### config.mk
export PLATFORM = sky130hd
export DESIGN_NAME = csr_reg_file_flat
export DESIGN_NICKNAME = d
export VERILOG_FILES = /design/src/rtl/csr_reg_file_if.sv /design/src/rtl/csr_reg_file.sv /design/src/flat_wrapper.sv
export SDC_FILE = /design/constraint.sdc
export NUM_CORES = 1
export LEC_CHECK = 0
export BUFFER_PORTS_ARGS = -buffer_cell sky130_fd_sc_hd__buf_2
export CAP_MARGIN = 0
export CELL_PAD_IN_SITES_DETAIL_PLACEMENT = 1
export CELL_PAD_IN_SITES_GLOBAL_PLACEMENT = 1
export CORE_MARGIN = 2
export CORE_UTILIZATION = 31
export CTS_CLUSTER_DIAMETER = 100
export DETAILED_ROUTE_END_ITERATION = 6
export HOLD_SLACK_MARGIN = 0.02
export PLACE_DENSITY_LB_ADDON = 0.1
export SLEW_MARGIN = 20
export SYNTH_ARGS = -nofsm -noshare
export SYNTH_HDL_FRONTEND = slang
export SYNTH_SLANG_ARGS = --single-unit
### constraint.sdc
create_clock -name clk_i -period 2.45 [get_ports clk_i]
set_input_delay 0.1225 -clock clk_i [delete_from_list [all_inputs] [get_ports clk_i]]
set_output_delay 0.1225 -clock clk_i [all_outputs]
set_load 0.005 [all_outputs]
### src/rtl/csr_reg_file_if.sv
// CSR file bus: read port, writeback write port, retire/trap/mret events and status outputs.
interface csr_reg_file_if;
  logic        re_i;
  logic [11:0] raddr_i;
  logic [31:0] rdata_o;
  logic        we_i;
  logic [11:0] waddr_i;
  logic [31:0] wdata_i;
  logic        instret_i;
  logic        trap_i;
  logic [31:0] trap_pc_i;
  logic [31:0] trap_cause_i;
  logic [31:0] trap_tval_i;
  logic        mret_i;
  logic [31:0] mtvec_o;
  logic [31:0] mepc_o;
  logic        mstatus_mie_o;
  logic [31:0] mie_o;
  logic        illegal_o;

  // Pipeline side driving the CSR file.
  modport master (
    output re_i, raddr_i, we_i, waddr_i, wdata_i, instret_i,
           trap_i, trap_pc_i, trap_cause_i, trap_tval_i, mret_i,
    input  rdata_o, mtvec_o, mepc_o, mstatus_mie_o, mie_o, illegal_o
  );

  // The CSR file itself.
  modport slave (
    input  re_i, raddr_i, we_i, waddr_i, wdata_i, instret_i,
           trap_i, trap_pc_i, trap_cause_i, trap_tval_i, mret_i,
    output rdata_o, mtvec_o, mepc_o, mstatus_mie_o, mie_o, illegal_o
  );
endinterface

### src/rtl/csr_reg_file.sv
// Machine-mode CSR register file with 64-bit cycle/instret counters and trap/mret sequencing.
module csr_reg_file (
  input  logic           clk_i,
  input  logic           rst_n_i,
  csr_reg_file_if.slave  bus
);
  localparam int unsigned XLEN = 32;
  localparam int unsigned AW   = 12;
  localparam int unsigned CW   = 64;

  localparam logic [AW-1:0] ADDR_MSTATUS   = 12'h300;
  localparam logic [AW-1:0] ADDR_MISA      = 12'h301;
  localparam logic [AW-1:0] ADDR_MIE       = 12'h304;
  localparam logic [AW-1:0] ADDR_MTVEC     = 12'h305;
  localparam logic [AW-1:0] ADDR_MSCRATCH  = 12'h340;
  localparam logic [AW-1:0] ADDR_MEPC      = 12'h341;
  localparam logic [AW-1:0] ADDR_MCAUSE    = 12'h342;
  localparam logic [AW-1:0] ADDR_MTVAL     = 12'h343;
  localparam logic [AW-1:0] ADDR_MCYCLE    = 12'hB00;
  localparam logic [AW-1:0] ADDR_MINSTRET  = 12'hB02;
  localparam logic [AW-1:0] ADDR_MCYCLEH   = 12'hB80;
  localparam logic [AW-1:0] ADDR_MINSTRETH = 12'hB82;
  localparam logic [AW-1:0] ADDR_CYCLE     = 12'hC00;
  localparam logic [AW-1:0] ADDR_INSTRET   = 12'hC02;
  localparam logic [AW-1:0] ADDR_CYCLEH    = 12'hC80;
  localparam logic [AW-1:0] ADDR_INSTRETH  = 12'hC82;

  localparam logic [XLEN-1:0] MISA_VAL   = 32'h4000_0100;
  localparam logic [XLEN-1:0] MIE_MASK   = 32'h0000_0888;
  localparam logic [XLEN-1:0] ALIGN_MASK = 32'hFFFF_FFFC;

  logic            mstatus_mie_q, mstatus_mie_n;
  logic            mstatus_mpie_q, mstatus_mpie_n;
  logic [XLEN-1:0] mie_q, mie_n;
  logic [XLEN-1:0] mtvec_q, mtvec_n;
  logic [XLEN-1:0] mscratch_q, mscratch_n;
  logic [XLEN-1:0] mepc_q, mepc_n;
  logic [XLEN-1:0] mcause_q, mcause_n;
  logic [XLEN-1:0] mtval_q, mtval_n;
  logic [CW-1:0]   mcycle_q, mcycle_n;
  logic [CW-1:0]   minstret_q, minstret_n;
  logic [XLEN-1:0] rd_val;
  logic            wr_ok;

  function automatic logic is_impl(input logic [AW-1:0] a);
    case (a)
      ADDR_MSTATUS, ADDR_MISA, ADDR_MIE, ADDR_MTVEC,
      ADDR_MSCRATCH, ADDR_MEPC, ADDR_MCAUSE, ADDR_MTVAL,
      ADDR_MCYCLE, ADDR_MINSTRET, ADDR_MCYCLEH, ADDR_MINSTRETH,
      ADDR_CYCLE, ADDR_INSTRET, ADDR_CYCLEH, ADDR_INSTRETH: is_impl = 1'b1;
      default:                                               is_impl = 1'b0;
    endcase
  endfunction

  function automatic logic is_ro(input logic [AW-1:0] a);
    case (a)
      ADDR_CYCLE, ADDR_INSTRET, ADDR_CYCLEH, ADDR_INSTRETH: is_ro = 1'b1;
      default:                                              is_ro = 1'b0;
    endcase
  endfunction

  assign wr_ok = bus.we_i && is_impl(bus.waddr_i) && !is_ro(bus.waddr_i);

  assign bus.illegal_o = (bus.re_i && !is_impl(bus.raddr_i)) ||
                         (bus.we_i && (!is_impl(bus.waddr_i) || is_ro(bus.waddr_i)));

  // Read mux; current (pre-write) register values only.
  always_comb begin
    rd_val = '0;
    case (bus.raddr_i)
      ADDR_MSTATUS:                  rd_val = {19'd0, 2'b11, 3'd0, mstatus_mpie_q, 3'd0, mstatus_mie_q, 3'd0};
      ADDR_MISA:                     rd_val = MISA_VAL;
      ADDR_MIE:                      rd_val = mie_q;
      ADDR_MTVEC:                    rd_val = mtvec_q;
      ADDR_MSCRATCH:                 rd_val = mscratch_q;
      ADDR_MEPC:                     rd_val = mepc_q;
      ADDR_MCAUSE:                   rd_val = mcause_q;
      ADDR_MTVAL:                    rd_val = mtval_q;
      ADDR_MCYCLE,   ADDR_CYCLE:     rd_val = mcycle_q[31:0];
      ADDR_MCYCLEH,  ADDR_CYCLEH:    rd_val = mcycle_q[63:32];
      ADDR_MINSTRET, ADDR_INSTRET:   rd_val = minstret_q[31:0];
      ADDR_MINSTRETH, ADDR_INSTRETH: rd_val = minstret_q[63:32];
      default:                       rd_val = '0;
    endcase
  end

  assign bus.rdata_o = bus.re_i ? rd_val : '0;

  // Next state: software write first, then mret, then trap, so later sources win.
  always_comb begin
    mstatus_mie_n  = mstatus_mie_q;
    mstatus_mpie_n = mstatus_mpie_q;
    mie_n          = mie_q;
    mtvec_n        = mtvec_q;
    mscratch_n     = mscratch_q;
    mepc_n         = mepc_q;
    mcause_n       = mcause_q;
    mtval_n        = mtval_q;
    mcycle_n       = mcycle_q + CW'(1);
    minstret_n     = bus.instret_i ? minstret_q + CW'(1) : minstret_q;

    if (wr_ok) begin
      case (bus.waddr_i)
        ADDR_MSTATUS: begin
          mstatus_mie_n  = bus.wdata_i[3];
          mstatus_mpie_n = bus.wdata_i[7];
        end
        ADDR_MIE:       mie_n      = bus.wdata_i & MIE_MASK;
        ADDR_MTVEC:     mtvec_n    = bus.wdata_i & ALIGN_MASK;
        ADDR_MSCRATCH:  mscratch_n = bus.wdata_i;
        ADDR_MEPC:      mepc_n     = bus.wdata_i & ALIGN_MASK;
        ADDR_MCAUSE:    mcause_n   = bus.wdata_i;
        ADDR_MTVAL:     mtval_n    = bus.wdata_i;
        ADDR_MCYCLE:    mcycle_n   = {mcycle_q[63:32], bus.wdata_i};
        ADDR_MCYCLEH:   mcycle_n   = {bus.wdata_i, mcycle_q[31:0]};
        ADDR_MINSTRET:  minstret_n = {minstret_q[63:32], bus.wdata_i};
        ADDR_MINSTRETH: minstret_n = {bus.wdata_i, minstret_q[31:0]};
        default: ;
      endcase
    end

    if (bus.mret_i) begin
      mstatus_mie_n  = mstatus_mpie_q;
      mstatus_mpie_n = 1'b1;
    end

    if (bus.trap_i) begin
      mstatus_mpie_n = mstatus_mie_q;
      mstatus_mie_n  = 1'b0;
      mepc_n         = bus.trap_pc_i & ALIGN_MASK;
      mcause_n       = bus.trap_cause_i;
      mtval_n        = bus.trap_tval_i;
    end
  end

  // State registers; reset clears everything asynchronously.
  always_ff @(posedge clk_i or negedge rst_n_i) begin
    if (!rst_n_i) begin
      mstatus_mie_q  <= 1'b0;
      mstatus_mpie_q <= 1'b0;
      mie_q          <= '0;
      mtvec_q        <= '0;
      mscratch_q     <= '0;
      mepc_q         <= '0;
      mcause_q       <= '0;
      mtval_q        <= '0;
      mcycle_q       <= '0;
      minstret_q     <= '0;
    end else begin
      mstatus_mie_q  <= mstatus_mie_n;
      mstatus_mpie_q <= mstatus_mpie_n;
      mie_q          <= mie_n;
      mtvec_q        <= mtvec_n;
      mscratch_q     <= mscratch_n;
      mepc_q         <= mepc_n;
      mcause_q       <= mcause_n;
      mtval_q        <= mtval_n;
      mcycle_q       <= mcycle_n;
      minstret_q     <= minstret_n;
    end
  end

  assign bus.mtvec_o       = mtvec_q;
  assign bus.mepc_o        = mepc_q;
  assign bus.mstatus_mie_o = mstatus_mie_q;
  assign bus.mie_o         = mie_q;
endmodule

### src/flat_wrapper.sv
// flat-port wrapper written by rule: the top's interface ports become plain ports
module csr_reg_file_flat 
  (clk_i, rst_n_i, bus_re_i, bus_raddr_i, bus_we_i, bus_waddr_i, bus_wdata_i, bus_instret_i, bus_trap_i, bus_trap_pc_i, bus_trap_cause_i, bus_trap_tval_i, bus_mret_i, bus_rdata_o, bus_mtvec_o, bus_mepc_o, bus_mstatus_mie_o, bus_mie_o, bus_illegal_o);
  csr_reg_file_if bus_i ();
  input  logic clk_i;
  input  logic rst_n_i;
  input wire logic [$bits(bus_i.re_i)-1:0] bus_re_i;
  input wire logic [$bits(bus_i.raddr_i)-1:0] bus_raddr_i;
  input wire logic [$bits(bus_i.we_i)-1:0] bus_we_i;
  input wire logic [$bits(bus_i.waddr_i)-1:0] bus_waddr_i;
  input wire logic [$bits(bus_i.wdata_i)-1:0] bus_wdata_i;
  input wire logic [$bits(bus_i.instret_i)-1:0] bus_instret_i;
  input wire logic [$bits(bus_i.trap_i)-1:0] bus_trap_i;
  input wire logic [$bits(bus_i.trap_pc_i)-1:0] bus_trap_pc_i;
  input wire logic [$bits(bus_i.trap_cause_i)-1:0] bus_trap_cause_i;
  input wire logic [$bits(bus_i.trap_tval_i)-1:0] bus_trap_tval_i;
  input wire logic [$bits(bus_i.mret_i)-1:0] bus_mret_i;
  output wire logic [$bits(bus_i.rdata_o)-1:0] bus_rdata_o;
  output wire logic [$bits(bus_i.mtvec_o)-1:0] bus_mtvec_o;
  output wire logic [$bits(bus_i.mepc_o)-1:0] bus_mepc_o;
  output wire logic [$bits(bus_i.mstatus_mie_o)-1:0] bus_mstatus_mie_o;
  output wire logic [$bits(bus_i.mie_o)-1:0] bus_mie_o;
  output wire logic [$bits(bus_i.illegal_o)-1:0] bus_illegal_o;
  assign bus_i.re_i = bus_re_i;
  assign bus_i.raddr_i = bus_raddr_i;
  assign bus_i.we_i = bus_we_i;
  assign bus_i.waddr_i = bus_waddr_i;
  assign bus_i.wdata_i = bus_wdata_i;
  assign bus_i.instret_i = bus_instret_i;
  assign bus_i.trap_i = bus_trap_i;
  assign bus_i.trap_pc_i = bus_trap_pc_i;
  assign bus_i.trap_cause_i = bus_trap_cause_i;
  assign bus_i.trap_tval_i = bus_trap_tval_i;
  assign bus_i.mret_i = bus_mret_i;
  assign bus_rdata_o = bus_i.rdata_o;
  assign bus_mtvec_o = bus_i.mtvec_o;
  assign bus_mepc_o = bus_i.mepc_o;
  assign bus_mstatus_mie_o = bus_i.mstatus_mie_o;
  assign bus_mie_o = bus_i.mie_o;
  assign bus_illegal_o = bus_i.illegal_o;
  csr_reg_file u_core (.clk_i(clk_i), .rst_n_i(rst_n_i), .bus(bus_i));
endmodule
==> out/qor.csv, run 1 <==
stage;metric;value;unit
die;die area;60600;sq um
sta;Hold Fails Final Rpt;0;
sta;Worst Tran Pin Value;0.6128;ns
setup_path;crit-path max FO;7;
min_path;Hold Crit Class;in2reg;
setup_path;critical path type;reg2out;
sta;unrepaired setup endpoints after global routing;false;
yosys;Synth Cell Area;18180;sq um
route;remaining antenna violation count;0;
setup_path;CP peak stage delay;0.40;ns
route;DR vias;19479;
route;Avg Vias per Cell;5.955;
yosys;Avg Inst Size Synth;9.276;sq um
route;Post-route DRC;0;
pwr;Max IR drop VDD;0.4881;mV
setup_path;slowest stage cell on the critical path;a211oi_1;
sta;fmax;0.4131;GHz
cts;Num CTS Buffers;39;
sta;Finish-stage setup viols;0;
die;CORE AREA;57810;sq um
yosys;asr flop ratio synth;100.0;%
cts;CTS tree;done;
finish;Filler cells;6616;
die;Initial Util;31.45;%
setup_path;required time worst endpoint;2.33;ns
yosys;ys flop type;dfrtp_1;
placement;Port-buffer cells;253;
sta;worst clock skew;0.02288;ns
global_route;initial antenna violation count;2;
sta;Tcrit/Tclk final;98.82;%
global_route;largest net degree at the start of global routing;102;
die;Die W;246.2;microns
yosys;Post-synth EDFFs;0;
pwr;power per standard cell area;536.4;nW/um^2
sta;Setup TNS;0;ns
setup_path;CP endpoint kind;output port;
setup_path;Critical Path AT;2.30;ns
finish;commonest non-fill, non-tap cell in the layout;dfrtp_1;
global_route;global-route wire length before repair;137.0;mm
placement;GP Congestion;0.9363;
placement;dpl hpwl;68.92;mm
cts;CTS clock-pin slew for the worst setup and hold paths;0.06;ns
setup_path;Buf/Inv on CP;2;
global_route;gr ovfl total;0;
die;Rows;88;
die;die height;246.2;microns
sta;fin crit period;2.421;ns
yosys;Distinct cells, synth;96;
flow_run;Maximum Capacitance Violations;0;
sta;Max-slew headroom;59.15;%
route;DRT Pass-1 Iters;5;
global_route;vias in the first global route;19912;
yosys;post-synthesis sequential area ratio;39.78;%
yosys;Yosys warnings;0;
route;DR WL/cell;28.78;microns
cts;Sink Count;289;
route;1st-iter DRT viols;1857;
setup_path;Largest delay share family, worst path;compound AO/OA/AOI/OAI gates;
placement;pre-CTS WS;0.003539;ns
finish;Area Overhead vs Synth;35.15;%
finish;share of layout cells above drive strength 1;30.18;%
global_route;total track usage;30.62;%
sta;Hold WS;0.04034;ns
finish;NumNets Final;2638;
sta;Max Slew Vio Count;0;
yosys;post-synthesis cell count;1960;
setup_path;Worst setup SP type;flip-flop;
finish;most frequent cells in the layout;dfrtp_1 (289), buf_2 (251), buf_4 (224), nand2_1 (188), dlygate4sd3_1 (141);
cts;CTS root buffer;clkbuf_16;
route;Total Wirelength;94.15;mm
status;outcome;completed;
cts;clock buffer depth;3;
die;io pins;289;
pwr;leakage;0.01040;uW
cts;Worst-Skew Late Latency;0.58;ns
cts;H-tree Lvls;2;
setup_path;crit path cell chain;buf_4 -> a22oi_2 -> nor2_1 -> a211oi_1 -> a31oi_1 -> buf_2;
yosys;Synth Register Bits;289;
sta;setup slack after layout;0.02902;ns
==> cell families (layout without fill, tap and decap cells) <==
logic type | after synthesis | count (layout) | share of synthesized area, %
simple gates | 702 | 702 | 20.78
other cells | 1 | 34 | 0.02063
mux | 218 | 218 | 12.89
xor+xnor | 1 | 1 | 0.04818
buf+inv | 221 | 734 | 5.932
compound gates | 526 | 526 | 20.41
flops | 289 | 289 | 39.78
fa+ha+maj | 2 | 2 | 0.1376
==> flip-flops by register name (all words and copies together), names as in the netlist <==
register                  flops
u_core.mtval_q               32
u_core.mstatus_mpie_q         1
u_core.bus.mepc_o            30
u_core.bus.mstatus_mie_o      1
u_core.mcause_q              32
u_core.mscratch_q            32
u_core.bus.mie_o              3
u_core.mcycle_q              64
u_core.minstret_q            64
u_core.bus.mtvec_o           30
==> Yosys cell counts (all sizes together) (8+ instances only) <==
| cell | count | area, sq um |
|---|---|---|
| nand3 | 64 | 320.3 |
| and4 | 17 | 148.9 |
| nand2b | 12 | 75.07 |
| or3 | 11 | 68.82 |
| o21a | 8 | 60.06 |
| mux2i | 89 | 890.9 |
| a311oi | 11 | 96.34 |
| o211ai | 9 | 67.56 |
| o21ai | 100 | 504.2 |
| o221a | 11 | 123.9 |
| nor4 | 48 | 416.7 |
| dfrtp | 289 | 7232 |
| and3 | 24 | 150.1 |
| or2 | 8 | 50.05 |
| clkbuf | 113 | 425.4 |
| nor4b | 9 | 85.08 |
| o22ai | 19 | 118.9 |
| buf | 87 | 574.3 |
| nand4 | 68 | 446.7 |
| a211oi | 35 | 287.8 |
| mux2 | 129 | 1453 |
| a221oi | 35 | 306.5 |
| inv | 21 | 78.83 |
| nand2 | 190 | 720.7 |
| a21oi | 92 | 460.4 |
| or4 | 15 | 116.4 |
| nor2 | 137 | 530.5 |
| nor3b | 10 | 75.07 |
| and2 | 10 | 62.56 |
| a31oi | 22 | 137.6 |
| nor3 | 57 | 305.3 |
| a22oi | 69 | 518.0 |
| o32ai | 16 | 140.1 |
| o2bb2ai | 8 | 70.07 |
==> worst reg2reg max path: cells and delay by family, from the launching register on <==
| family | cells | cell delay (ns) |
|---|---|---|
| AND/OR/NAND/NOR | 3 | 1.31 |
| flip-flops | 1 | 0.41 |
| AO/OA/AOI/OAI | 2 | 0.34 |
| buffers and inverters | 1 | 0.18 |
==> cell type report <==
cell class / instances / area [sq um] / area share [%]
Clock inverter: 14 / 214.0 / 0.8707
Clock buffer: 55 / 1107 / 4.506
Inverter: 21 / 78.83 / 0.3208
Tap cell: 765 / 957.2 / 3.895
Antenna cell: 1 / 2.502 / 0.01018
Timing Repair Buffer: 644 / 4896 / 19.92
Sequential cell: 289 / 7232 / 29.43
Multi-Input combinational cell: 1482 / 10080 / 41.04
==> through the flow <==
stage	instances	utilization, %	instance area [sq um]	power (uW)
after CTS	3267	42.41	24510	13220
after floorplan	1992	-	18300	6015
after detailed placement	3057	37.67	21780	6928
after global routing	3270	42.50	24570	13600
after global placement	3057	37.67	21780	6882
final	3271	42.51	24570	13180
==> path summary, 6_finish.rpt <==
kind	start	end	slack [ns]	depth (start not counted)
max	u_core.minstret_q[40]	bus_rdata_o[8]	0.03	6
min	bus_wdata_i[9]	u_core.minstret_q[9]	0.04	3
max reg2reg	u_core.mcycle_q[9]	u_core.mcycle_q[33]	0.10	6
min reg2reg	u_core.mscratch_q[17]	u_core.mscratch_q[17]	0.50	2
max in group asynchronous	rst_n_i	u_core.mscratch_q[24]	1.51	4
min in group asynchronous	rst_n_i	u_core.minstret_q[2]	0.07	2
==> where the power goes <==
group	switching [uW]	internal [uW]
Combinational	988	782
Sequential	263	5050
Clock	2410	3680
Total	3660	9520
==> timing repair <==
item | 4_1_cts | 5_1_grt
buffers inserted | 0 | 3
pin swaps | 0 | 3
endpoints found under the hold margin | 368 | 0
resized for setup | 1 | 10
hold buffers | 141 | 0
setup endpoints to repair | 1 | 19
==> per-layer routing <==
layer / vias to the layer above / wire, microns / global-route usage, %
li1: 8495 / - / -
met1: 10142 / 42050 / 42.89
met2: 729 / 43540 / 48.49
met3: 111 / 6240 / 5.327
met4: 2 / 2307 / 8.146
met5: - / 9 / 0
No activity file was read; power rests on OpenSTA's default activity.
==> run 2: changes to the inputs <==
SETUP_SLACK_MARGIN = 0.2   (was not set)
==> out/qor.csv, run 2 (synthesized netlist as in run 1, its figures left out) <==
stage;metric;value;unit
sta;unrepaired setup endpoints after global routing;true;
global_route;met1 usage in global routing;42.25;%
sta;Finish-stage setup viols;0;
route;DR WL/cell;28.93;microns
global_route;met2 Usage GRT;47.54;%
die;CORE AREA;57810;sq um
setup_path;required time worst endpoint;2.33;ns
global_route;initial antenna violation count;4;
setup_path;slowest stage cell on the critical path;dfrtp_1;
pwr;leakage;0.01062;uW
die;Die W;246.2;microns
sta;Max Slew Vio Count;0;
pwr;clock network fraction of total power;43.9;%
placement;dpl hpwl;68.12;mm
setup_path;CP endpoint kind;output port;
pwr;Comb pwr share;14.2;%
finish;NumNets Final;2647;
setup_path;Largest delay share family, worst path;compound AO/OA/AOI/OAI gates;
placement;pre-CTS WS;-0.1682;ns
status;outcome;completed;
setup_path;crit-path max FO;2;
sta;Worst Tran Pin Value;0.6730;ns
route;Post-route DRC;0;
global_route;GR peak layer;met2;
route;DR vias;19535;
finish;Area Overhead vs Synth;38.94;%
global_route;global-route wire length before repair;138.2;mm
placement;Port-buffer cells;253;
die;Rows;88;
sta;Tcrit/Tclk final;94.92;%
cts;clock buffer depth;3;
setup_path;reg2reg start;u_core.mcycle_q[7];
cts;CTS root buffer;clkbuf_16;
die;Initial Util;31.45;%
global_route;total track usage;30.87;%
setup_path;CP peak stage delay;0.42;ns
finish;most frequent cells in the layout;dfrtp_1 (283), buf_2 (251), buf_4 (211), nand2_1 (189), dlygate4sd3_1 (149);
pwr;Max IR drop VDD;0.4369;mV
route;remaining antenna violation count;0;
setup_path;critical path type;reg2out;
cts;Num CTS Buffers;38;
setup_path;worst setup path startpoint;u_core.mtval_q[11];
global_route;largest net degree at the start of global routing;98;
sta;Hold Fails Final Rpt;0;
route;Total Wirelength;94.85;mm
cts;CTS tree;done;
setup_path;Worst setup SP type;flip-flop;
sta;Max-slew headroom;55.13;%
sta;fmax;0.4300;GHz
setup_path;Buf/Inv on CP;1;
placement;GP Congestion;0.9356;
sta;setup slack after layout;0.1245;ns
pwr;power per standard cell area;505.3;nW/um^2
pwr;cell-internal power;9047;uW
global_route;met3 Use GR;6.503;%
pwr;sw frac;29.13;%
min_path;Worst Hold Launch;bus_wdata_i[9];
finish;share of layout cells above drive strength 1;33.69;%
finish;largest registers;u_core.mcycle_q x64, u_core.minstret_q x64;
setup_path;Critical Path AT;2.20;ns
die;io pins;289;
min_path;Hold Crit Class;in2reg;
die;die height;246.2;microns
finish;commonest non-fill, non-tap cell in the layout;dfrtp_1;
route;1st-iter DRT viols;1736;
global_route;gr ovfl total;0;
pwr;Net Sw Power;3718;uW
die;die area;60600;sq um
sta;Hold WS;0.04746;ns
cts;Sink Count;289;
setup_path;crit path cell chain;mux2_2 -> a22oi_2 -> nor4_2 -> a2111oi_2 -> a21oi_2 -> buf_2;
cts;CTS clock-pin slew for the worst setup and hold paths;0.06;ns
route;Avg Vias per Cell;5.958;
sta;worst clock skew;0.03595;ns
sta;fin crit period;2.326;ns
pwr;Reg power frac;41.9;%
cts;Worst-Skew Late Latency;0.59;ns
finish;Filler cells;6620;
global_route;vias in the first global route;20262;
flow_run;Maximum Capacitance Violations;0;
cts;H-tree Lvls;2;
route;DRT Pass-1 Iters;5;
## run 2: path summary, 6_finish.rpt
| path | end | slack [ns] | depth (start not counted) |
|---|---|---|---|
| setup / recovery | bus_rdata_o[11] | 0.12 | 6 |
| hold / removal | u_core.minstret_q[9] | 0.05 | 3 |
| setup reg to reg | u_core.mcycle_q[30] | 0.20 | 7 |
| hold reg to reg | u_core.mscratch_q[17] | 0.50 | 2 |
| max in group asynchronous | u_core.mcycle_q[54] | 1.42 | 3 |
| min in group asynchronous | u_core.minstret_q[9] | 0.13 | 2 |
## run 2: layout make-up
class | instances | area, sq um | share of cell area, %
Timing Repair Buffer | 654 | 5107 | 20.22
Clock buffer | 54 | 1071 | 4.240
Antenna cell | 3 | 7.507 | 0.02972
Tap cell | 765 | 957.2 | 3.789
Inverter | 21 | 78.83 | 0.3121
Sequential cell | 289 | 7239 | 28.66
Clock inverter | 11 | 127.6 | 0.5052
Multi-Input combinational cell | 1482 | 10670 | 42.25
## run 2: power by group through the flow
stage | combinational (uW) | clock [uW] | sequential (uW)
2_1_floorplan | 675 | 0 | 5340
4_1_cts | 1720 | 5680 | 5330
5_1_grt | 1960 | 5860 | 5380
3_5_place_dp | 1490 | 0 | 5400
6_report | 1820 | 5600 | 5350
3_3_place_gp | 1460 | 0 | 5390
## run 2: worst reg2reg max path, stage by stage (launching register included)
cell,delay [ns]
dfrtp_1,0.40
nand3_1,0.18
buf_4,0.22
or4_4,0.52
nor4_4,0.33
buf_2,0.28
buf_4,0.14
a221oi_2,0.05
## run 2: metal layers
layer,part of all wire [%],vias up
met5,0.013,-
met4,3.7,2
met3,7.7,173
met2,45,742
met1,43,10116
li1,-,8502
## run 2: timing repair
action                     4_1_cts  5_1_grt
setup endpoints to repair       53       92
setup buffers                   16       13
hold buffers                   149        0
pin swaps                       16       35
hold endpoints to repair       217        0
cloned                           2        0
resized for setup               46       87
## run 2: per-stage QoR
stage          std cells  utilization (%)  setup TNS [ns]  cell area [sq um]  power (uW)
2_1_floorplan       1992                -               0              18310        6014
3_3_place_gp        3031            37.41         -0.1257              21630        6850
3_5_place_dp        3031            37.41         -0.4213              21630        6896
4_1_cts             3263            42.71               0              24690       12730
5_1_grt             3276            43.69               0              25250       13190
6_report            3279            43.70               0              25260       12770
==> run 3: changes to the inputs <==
ABC_AREA = 1   (was not set)
==> out/qor.csv, run 3 <==
stage;metric;value;unit
cts;CTS clock-pin slew for the worst setup and hold paths;0.06;ns
yosys;ys flop type;dfrtp_1;
die;die area;70170;sq um
sta;Hold Fails Final Rpt;0;
yosys;simple-gate share of the synthesized area;42.73;%
sta;worst clock skew;0.03009;ns
setup_path;crit-path max FO;3;
finish;Final Cell Area;27740;sq um
placement;dpl hpwl;94.55;mm
sta;fmax;0.4458;GHz
pwr;Max IR drop VDD;0.5169;mV
route;1st-iter DRT viols;2373;
finish;Area Overhead vs Synth;31.48;%
sta;Max Slew Vio Count;0;
setup_path;required time worst endpoint;2.33;ns
cts;CTS tree;done;
yosys;top cells by area, synth;dfrtp_1 (34%), nand2_1 (21%), nand4_1 (7.2%);
global_route;gr ovfl total;0;
yosys;post-synthesis cell count;3380;
yosys;Distinct cells, synth;38;
yosys;Yosys warnings;0;
flow_run;Maximum Capacitance Violations;0;
route;DR vias;25671;
die;die height;264.9;microns
finish;final core occ;41.23;%
yosys;Synth Cell Area;21100;sq um
setup_path;Critical Path AT;2.12;ns
route;DRT Pass-1 Iters;7;
sta;Worst Tran Pin Value;0.8051;ns
yosys;Synth top cells by count;nand2_1 (1183), inv_1 (388), nor2_1 (366);
yosys;Synth Register Bits;289;
setup_path;Buf/Inv on CP;2;
placement;GP Congestion;0.9873;
global_route;total track usage;34.93;%
global_route;largest net degree at the start of global routing;79;
global_route;initial antenna violation count;8;
finish;most frequent cells in the layout;nand2_1 (1178), inv_1 (377), nor2_1 (334), dfrtp_1 (281), buf_2 (249);
finish;largest registers;u_core.mcycle_q x64, u_core.minstret_q x64;
route;Avg Vias per Cell;5.387;
setup_path;crit path cell chain;nand2_1 -> nand4_1 -> nor2_1 -> a21oi_4 -> buf_4 -> buf_2;
route;DR WL/cell;26.22;microns
global_route;global-route wire length before repair;180.0;mm
sta;Finish-stage setup viols;0;
die;Initial Util;31.36;%
sta;fin crit period;2.243;ns
yosys;main combinational cell family by area after synthesis;simple AND/OR/NAND/NOR gates;
cts;Sink Count;289;
placement;Post-DP Area;24630;sq um
yosys;asr flop ratio synth;100.0;%
setup_path;reg2reg start;u_core.mcycle_q[26];
cts;Num CTS Buffers;40;
die;Die W;264.9;microns
cts;clock buffer depth;3;
setup_path;CP endpoint kind;output port;
setup_path;slowest stage cell on the critical path;dfrtp_1;
yosys;Adder-Cell Fraction of Synth Area;0.1186;%
status;failing checks;design-rule violations;
setup_path;Worst setup SP type;flip-flop;
min_path;Worst Hold Launch;bus_wdata_i[13];
status;outcome;finished, violations left;
cts;CTS root buffer;clkbuf_16;
placement;Port-buffer cells;253;
yosys;Avg Inst Size Synth;6.243;sq um
cts;Worst-Skew Late Latency;0.60;ns
setup_path;worst setup path startpoint;u_core.bus.mepc_o[31];
pwr;total power;13160;uW
pwr;power per standard cell area;474.2;nW/um^2
die;io pins;289;
setup_path;Largest delay share family, worst path;simple AND/OR/NAND/NOR gates;
global_route;vias in the first global route;26246;
pwr;leakage;0.01415;uW
sta;unrepaired setup endpoints after global routing;true;
sta;Max-slew headroom;46.27;%
sta;Tcrit/Tclk final;91.56;%
yosys;multiplexer area fraction after synthesis;0;%
yosys;Post-synth EDFFs;0;
die;Rows;95;
route;Post-route DRC;1;
cts;H-tree Lvls;2;
route;remaining antenna violation count;0;
die;CORE AREA;67280;sq um
yosys;top cell type's share of synthesized area;34.27;%
yosys;leading area contributor after synthesis;dfrtp_1;
yosys;count leader, synth;nand2_1;
finish;commonest non-fill, non-tap cell in the layout;nand2_1;
min_path;Hold Crit Class;in2reg;
sta;Setup TNS;0;ns
yosys;XOR/XNOR Fraction of Synth Area;3.611;%
setup_path;CP peak stage delay;0.40;ns
yosys;post-synthesis sequential area ratio;34.27;%
route;Total Wirelength;124.9;mm
finish;NumNets Final;4022;
setup_path;critical path type;reg2out;
finish;share of layout cells above drive strength 1;17.35;%
yosys;Synth Area in Compound Gates;7.626;%
[run 3: path summary, 6_finish.rpt]
path	endpoint	slack (ns)	cells after the start
max	bus_rdata_o[31]	0.21	6
min	u_core.mcycle_q[45]	0.05	5
max reg2reg	u_core.mcycle_q[39]	0.30	11
min reg2reg	u_core.mcause_q[11]	0.48	2
max in group asynchronous	u_core.mcause_q[25]	1.56	3
min in group asynchronous	u_core.minstret_q[2]	0.12	2
[run 3: worst reg2reg max path, delay by kind of cell, from the launching register on]
family / cells / cell delay [ns]
xor gates and xnor gates: 1 / 0.18
buffers and inverters: 1 / 0.06
DFF: 1 / 0.48
and+or+nand+nor: 9 / 1.37
[run 3: routing by layer]
layer	vias to the layer above	wire length, microns	global-route usage, %
li1	11703	-	-
met1	12822	55600	48.39
met2	947	55000	54.24
met3	195	9269	6.354
met4	4	5012	12.70
met5	-	32	0
[run 3: cell type report]
| class | instances | area [sq um] |
|---|---|---|
| flip-flops and latches | 289 | 7242 |
| inverters | 399 | 1511 |
| repair buffers | 601 | 4604 |
| fillers | 8758 | 39540 |
| diodes | 1 | 2.502 |
| well taps | 873 | 1092 |
| clock inverters | 14 | 212.7 |
| multi-input cells | 2530 | 11910 |
| clock buffers | 58 | 1169 |
[run 3: timing repair]
action / CTS / global route
endpoints found under the hold margin: 271 / 0
setup buffers: 0 / 8
hold buffers: 119 / 0
endpoints found under the setup margin: 41 / 71
pin swaps: 1 / 16
gates cloned: 0 / 2
resized for setup: 36 / 89
[run 3: where the power goes]
part / leakage, uW / switching, uW / internal (uW) / total [uW]
Combinational: 0.00974 / 1090 / 582 / 1670
Sequential: 0.00373 / 187 / 4980 / 5160
Clock: 0.000680 / 2570 / 3750 / 6320
Total: 0.0141 / 3840 / 9310 / 13200
[run 3: metrics by stage]
step           instances  hold slack, ns  worst slack [ns]
2_1_floorplan       3412         -0.1731            0.6016
3_3_place_gp        4563          0.1351           -0.1917
3_5_place_dp        4563          0.1411           -0.1848
4_1_cts             4754         0.02633            0.1783
5_1_grt             4764         0.05463            0.1250
6_report            4765         0.05259            0.2068
[run 3: cells by family after synthesis]
family,Yosys count
buf+inv,593
xor+xnor,87
other cells,1
flops,289
simple gates,2103
fa+ha+maj,2
compound gates,305
